<file path="src/rtl/serial_pkg.sv">
// Shared definitions for the serial frame receiver: FSM encoding, line levels, defaults.
package serial_pkg;

  typedef enum logic [1:0] {
    ST_IDLE   = 2'd0,
    ST_DATA   = 2'd1,
    ST_PARITY = 2'd2,
    ST_STOP   = 2'd3
  } state_t;

  localparam logic START_LVL = 1'b1;
  localparam logic STOP_LVL  = 1'b0;

  localparam int DEFAULT_DATA_W = 8;

endpackage

</file>
<file path="src/rtl/sipo_shift_reg.sv">
// Serial-in parallel-out shift register: new bits enter at the MSB and move right,
// so after DATA_W shifts the first (LSB-first) bit sits in Q[0].
module sipo_shift_reg #(
  parameter int DATA_W = 8
) (
  input  logic              Clkin,
  input  logic              Resetn,
  input  logic              shift_en,
  input  logic              Din,
  output logic [DATA_W-1:0] Q
);

  // Right shift with the serial bit entering at the top; cleared by reset
  always_ff @(posedge Clkin or negedge Resetn) begin
    if (!Resetn) begin
      Q <= '0;
    end else if (shift_en) begin
      Q <= {Din, Q[DATA_W-1:1]};
    end
  end

endmodule

</file>
<file path="src/rtl/serial_frame_rx.sv">
// Serial frame receiver: start bit, LSB-first data, optional parity, stop bit.
// Reports each accepted word with a registered one-cycle Valid pulse.
module serial_frame_rx
  import serial_pkg::*;
#(
  parameter int DATA_W     = DEFAULT_DATA_W,
  parameter bit PARITY_EN  = 1'b1,
  parameter bit PARITY_ODD = 1'b0
) (
  input  logic              Clkin,
  input  logic              Resetn,
  input  logic              Din,
  output logic [DATA_W-1:0] Dout,
  output logic              Valid,
  output logic              ParityErr,
  output logic              FrameErr,
  output logic              Busy,
  output logic [7:0]        FrameCount
);

  localparam int CNT_W = (DATA_W > 1) ? $clog2(DATA_W) : 1;

  state_t             state;
  state_t             next_state;
  logic [CNT_W-1:0]   bit_cnt;
  logic               last_bit;
  logic [DATA_W-1:0]  shift_q;
  logic               rx_par;
  logic               exp_par;
  logic               par_mismatch;

  logic               shift_en;
  logic               par_capture;
  logic               stop_ok;
  logic               stop_bad;

  assign last_bit = (bit_cnt == CNT_W'(DATA_W - 1));

  sipo_shift_reg #(
    .DATA_W (DATA_W)
  ) u_shift (
    .Clkin    (Clkin),
    .Resetn   (Resetn),
    .shift_en (shift_en),
    .Din      (Din),
    .Q        (shift_q)
  );

  // State register
  always_ff @(posedge Clkin or negedge Resetn) begin
    if (!Resetn) begin
      state <= ST_IDLE;
    end else begin
      state <= next_state;
    end
  end

  // Next-state logic: walk start -> data -> (parity) -> stop, then back to idle
  always_comb begin
    next_state = state;
    unique case (state)
      ST_IDLE:   if (Din == START_LVL) next_state = ST_DATA;
      ST_DATA:   if (last_bit) next_state = PARITY_EN ? ST_PARITY : ST_STOP;
      ST_PARITY: next_state = ST_STOP;
      ST_STOP:   next_state = ST_IDLE;
      default:   next_state = ST_IDLE;
    endcase
  end

  // Per-state control strobes for the datapath
  always_comb begin
    shift_en    = 1'b0;
    par_capture = 1'b0;
    stop_ok     = 1'b0;
    stop_bad    = 1'b0;
    unique case (state)
      ST_DATA:   shift_en    = 1'b1;
      ST_PARITY: par_capture = 1'b1;
      ST_STOP: begin
        stop_ok  = (Din == STOP_LVL);
        stop_bad = (Din != STOP_LVL);
      end
      default: ;
    endcase
  end

  // Data bit counter: cleared while idle and after the last data bit
  always_ff @(posedge Clkin or negedge Resetn) begin
    if (!Resetn) begin
      bit_cnt <= '0;
    end else if (state == ST_IDLE) begin
      bit_cnt <= '0;
    end else if (shift_en) begin
      bit_cnt <= last_bit ? '0 : bit_cnt + CNT_W'(1);
    end
  end

  // Holds the received parity bit until the stop bit is judged
  always_ff @(posedge Clkin or negedge Resetn) begin
    if (!Resetn) begin
      rx_par <= 1'b0;
    end else if (par_capture) begin
      rx_par <= Din;
    end
  end

  assign exp_par      = (^shift_q) ^ PARITY_ODD;
  assign par_mismatch = PARITY_EN && (rx_par != exp_par);

  // Registered outputs: pulses last one cycle, Dout and FrameCount move only on accepted frames
  always_ff @(posedge Clkin or negedge Resetn) begin
    if (!Resetn) begin
      Dout       <= '0;
      Valid      <= 1'b0;
      ParityErr  <= 1'b0;
      FrameErr   <= 1'b0;
      FrameCount <= 8'd0;
    end else begin
      Valid     <= 1'b0;
      ParityErr <= 1'b0;
      FrameErr  <= 1'b0;
      if (stop_ok) begin
        Dout       <= shift_q;
        Valid      <= 1'b1;
        ParityErr  <= par_mismatch;
        FrameCount <= FrameCount + 8'd1;
      end
      if (stop_bad) begin
        FrameErr <= 1'b1;
      end
    end
  end

  assign Busy = (state != ST_IDLE);

endmodule

</file>
<file path="config.mk">
export PLATFORM = sky130hd
export DESIGN_NAME = serial_frame_rx
export DESIGN_NICKNAME = d
export VERILOG_FILES = /design/src/rtl/serial_pkg.sv /design/src/rtl/sipo_shift_reg.sv /design/src/rtl/serial_frame_rx.sv
export SDC_FILE = /design/constraint.sdc
export NUM_CORES = 1
export LEC_CHECK = 0
export CORE_MARGIN = 1
export CORE_UTILIZATION = 50
export DETAILED_ROUTE_END_ITERATION = 16
export PLACE_DENSITY = 0.78
export SYNTH_ARGS = -nofsm -noshare
export SYNTH_HDL_FRONTEND = slang
export SYNTH_SLANG_ARGS = --single-unit
export TNS_END_PERCENT = 5
</file>
<file path="constraint.sdc">
create_clock -name Clkin -period 1.7 [get_ports Clkin]
set_input_delay 0.34 -clock Clkin [delete_from_list [all_inputs] [get_ports Clkin]]
set_output_delay 0.34 -clock Clkin [all_outputs]
set_load 0.005 [all_outputs]
</file>
==> flow_metrics.tcl <==
set metrics [dict create \
    cts_inserted_buffers 5 \
    io_pins 23 \
    worst_hold_path_type "primary input to async pin" \
    postSynthCellCount 120 \
    topRoutingLayerUsed "met4" \
    cts_buffer_depth 2 \
    synth.net_count 130 \
    r2r.worst_path.cells 5 \
    r2r_setup_slack_ns 0.16 \
    rr_startpoint "state[0]$_DFFE_PN0P_" \
    gpl.final_weighted_congestion 0.723 \
    cts_hold_fix_bufs 0 \
    syn2layout_area_growth_pct 24.5 \
    detail_route.iter0.violations 32 \
    layout_worst_path_cycle_share_pct 95.0 \
    slew_headroom_pct 73.1 \
    crit_type "flip-flop to output pin" \
    final_layout_size_suffix_gt1_share_pct 16.9 \
    largest_stage_delay_worst_path_ns 0.53 \
    path_cells "clkdlybuf4s50_1" \
    floorplan.initialDensity_pct 52.6 \
    route.layer.met1.wl_mm 1.06 \
    port-buffer-count 22 \
    dieHeight_um 55.6 \
    cts_tree "done" \
    met2_length_mm 1.31 \
    synth_warnings 0 \
    core_region_area_um2 2730 \
    detailroute.wirelength.met3_um 89 \
    first_global_vias 959 \
    row_count 19 \
    final_setup_violating_endpoints 0 \
    synth.distinct_cells 21 \
    antenna_violations_before_repair 0 \
    period_needed_ns 1.61 \
    grt_remaining_overflow 0 \
    endpoint_kind "output pin" \
    clk_latency_ns 0.32 \
    final_area_um2 1790 \
    drv_slew 0 \
    max_cap_violations 0 \
    routed_wl_mm 2.50 \
    die_area_um2 3100 \
    outcome "completed" \
    worstPathArrival_ns 1.27 \
    cp_num_buf_inv 1 \
    detailroute.via_count 923 \
    totalNegativeSetupSlack_ns 0 \
    grt_use_total_pct 18.5 \
    detail-route-antenna-nets 0 \
    standard_cell_area_after_detailed_placement_um2 1740 \
    critical_path_launch_point_type "flip-flop" \
    number_of_remaining_drc_errors 0 \
    seq_area_frac_synth_pct 57.4 \
    critPathRequiredTime_ns 1.36 \
    first_pass_grt_wire_length_mm 4.31 \
    htree_num_levels 2 \
    cts.reportedPaths.clkPinSlew_ns 0.09 \
    largest_net_degree_at_the_start_of_global_routing 34 \
    power.leakage_uw 0.000880 \
    die_width_um 55.6 \
    crit_family "buffers and inverters" \
    fmax_mhz 619 \
    crit-reg2reg-capture "state[1]$_DFFE_PN0P_" \
    via_per_inst 4.99 \
    synth_area_um2 1440 \
    fin_worst_skew_ns 0.0113 \
    wl_per_cell_um 13.5 \
    power.ir.vdd_worst_v 0.00118 \
    cts_sinks 33 \
    detailed_place_hpwl_mm 1.88 \
    tightestPinTransition_ns 0.404 \
    drt_first_pass_iters 3 \
    critical_path_peak_fanout 5 \
    timing.critical_path.slowest_stage_cell "sky130_fd_sc_hd__clkdlybuf4s50_1" \
    fin_total_pwr_uw 3220 \
    rsz_0062_raised_after_global_routing "no" \
    syn_avg_cell_area_um2 12.0 \
    flip_flop_and_latch_count_after_synthesis 33 \
    layout.nets 165 \
    worstSetupPathDepth 1 \
    powerDensity_nw_per_um2 1800 \
    cts_root_buf "sky130_fd_sc_hd__clkbuf_4" \
    finalHoldViolations 0 \
    diodes 0 \
]
## sequential cells by signal, summed over array words and instances, names as in the netlist
register and cells:
state 2, rx_par 1, Valid 1, FrameErr 1, Dout 8, FrameCount 8
u_shift.Q 8, ParityErr 1, bit_cnt 3
## synthesized netlist by cell type
master,number,area [um2]
sky130_fd_sc_hd__a21oi_1,1,5.00
sky130_fd_sc_hd__and2_1,1,6.26
sky130_fd_sc_hd__and3_1,1,6.26
sky130_fd_sc_hd__and4b_1,1,10.0
sky130_fd_sc_hd__buf_2,3,15.0
sky130_fd_sc_hd__dfrtp_1,33,826
sky130_fd_sc_hd__ha_1,7,87.6
sky130_fd_sc_hd__inv_1,5,18.8
sky130_fd_sc_hd__inv_2,1,3.75
sky130_fd_sc_hd__mux2_2,10,113
sky130_fd_sc_hd__mux2i_1,4,40.0
sky130_fd_sc_hd__nand2_1,31,116
sky130_fd_sc_hd__nand2b_1,1,6.26
sky130_fd_sc_hd__nand4_1,3,18.8
sky130_fd_sc_hd__nor2_1,3,11.3
sky130_fd_sc_hd__nor2b_1,1,6.26
sky130_fd_sc_hd__o32a_1,1,10.0
sky130_fd_sc_hd__or2_1,1,6.26
sky130_fd_sc_hd__xnor2_1,9,78.8
sky130_fd_sc_hd__xnor3_1,2,45.0
sky130_fd_sc_hd__xor2_1,1,8.76
## logic make-up (layout without fill, tap and decap cells)
| group | Yosys count | after routing | synth area share [%] |
|---|---|---|---|
| AND/OR/NAND/NOR | 43 | 43 | 13.0 |
| flip-flops | 33 | 33 | 57.4 |
| multiplexers | 14 | 14 | 10.6 |
| XOR/XNOR | 12 | 12 | 9.22 |
| buffers and inverters | 9 | 43 | 2.61 |
| adder cells (fa/ha/maj) | 7 | 7 | 6.09 |
| AO/OA/AOI/OAI | 2 | 2 | 1.04 |
## through the flow
stage	setup WS [ns]	hold slack [ns]	utilization, %	cells
after floorplan	0.329	0.0444	-	120
after global placement	0.0934	0.457	63.5	177
after detailed placement	0.0437	0.462	63.5	177
after CTS	0.0691	0.409	65.5	185
after global routing	0.0292	0.439	65.5	185
final	0.0856	0.403	65.5	185
## layer usage
metal	up-vias	track usage, %
li1	460	-
met1	443	21.7
met2	15	31.8
met3	5	5.12
met4	0	7.50
met5	-	0
## final cells by class
class,count,area (um2)
Tap cell,31,38.8
Clock inverter,1,5.00
Inverter,6,22.5
Clock buffer,5,37.5
Fill cell,225,942
Timing Repair Buffer,31,287
Multi-Input combinational cell,78,576
Sequential cell,33,826
## what timing repair did
| action | 4_1_cts | 5_1_grt |
|---|---|---|
| endpoints found under the setup margin | 1 | 0 |
| setup buffers | 2 | 0 |
| endpoints found under the hold margin | 0 | 0 |
| resized for setup | 1 | 0 |
## cell usage in the layout (no fill, tap or decap)
cell type / count
sky130_fd_sc_hd__ha_1: 7
sky130_fd_sc_hd__a21oi_1: 1
sky130_fd_sc_hd__inv_2: 1
sky130_fd_sc_hd__clkinv_2: 1
sky130_fd_sc_hd__and4b_1: 1
sky130_fd_sc_hd__nor2_1: 3
sky130_fd_sc_hd__and2_1: 1
sky130_fd_sc_hd__mux2_2: 10
sky130_fd_sc_hd__xnor2_1: 9
sky130_fd_sc_hd__o32a_1: 1
sky130_fd_sc_hd__nand4_1: 3
sky130_fd_sc_hd__inv_1: 5
sky130_fd_sc_hd__xnor3_1: 2
sky130_fd_sc_hd__xor2_1: 1
sky130_fd_sc_hd__and3_1: 1
sky130_fd_sc_hd__clkbuf_4: 5
sky130_fd_sc_hd__dlygate4sd2_1: 1
sky130_fd_sc_hd__buf_4: 9
sky130_fd_sc_hd__nor2b_1: 1
sky130_fd_sc_hd__mux2i_1: 4
sky130_fd_sc_hd__dfrtp_1: 33
sky130_fd_sc_hd__nand2b_1: 1
sky130_fd_sc_hd__clkdlybuf4s50_1: 21
sky130_fd_sc_hd__or2_1: 1
sky130_fd_sc_hd__nand2_1: 31
## worst max path at each step
stage	start	endpoint
final	FrameCount[2]$_DFFE_PN0P_	FrameCount[2]
after global routing	FrameCount[2]$_DFFE_PN0P_	FrameCount[2]
after CTS	FrameCount[2]$_DFFE_PN0P_	FrameCount[2]
after detailed placement	Din	ParityErr$_DFF_PN0_
after global placement	Din	state[1]$_DFFE_PN0P_
after floorplan	state[1]$_DFFE_PN0P_	state[1]$_DFFE_PN0P_
## power by group
group          internal (uW)  total, uW  leakage, uW  switching (uW)
combinational            935       1490     0.000434             559
clock                    143        378    0.0000269             234
sequential              1100       1350     0.000420             254
total                   2180       3220     0.000880            1050
Note: power is estimated with default switching activity, not from simulation.
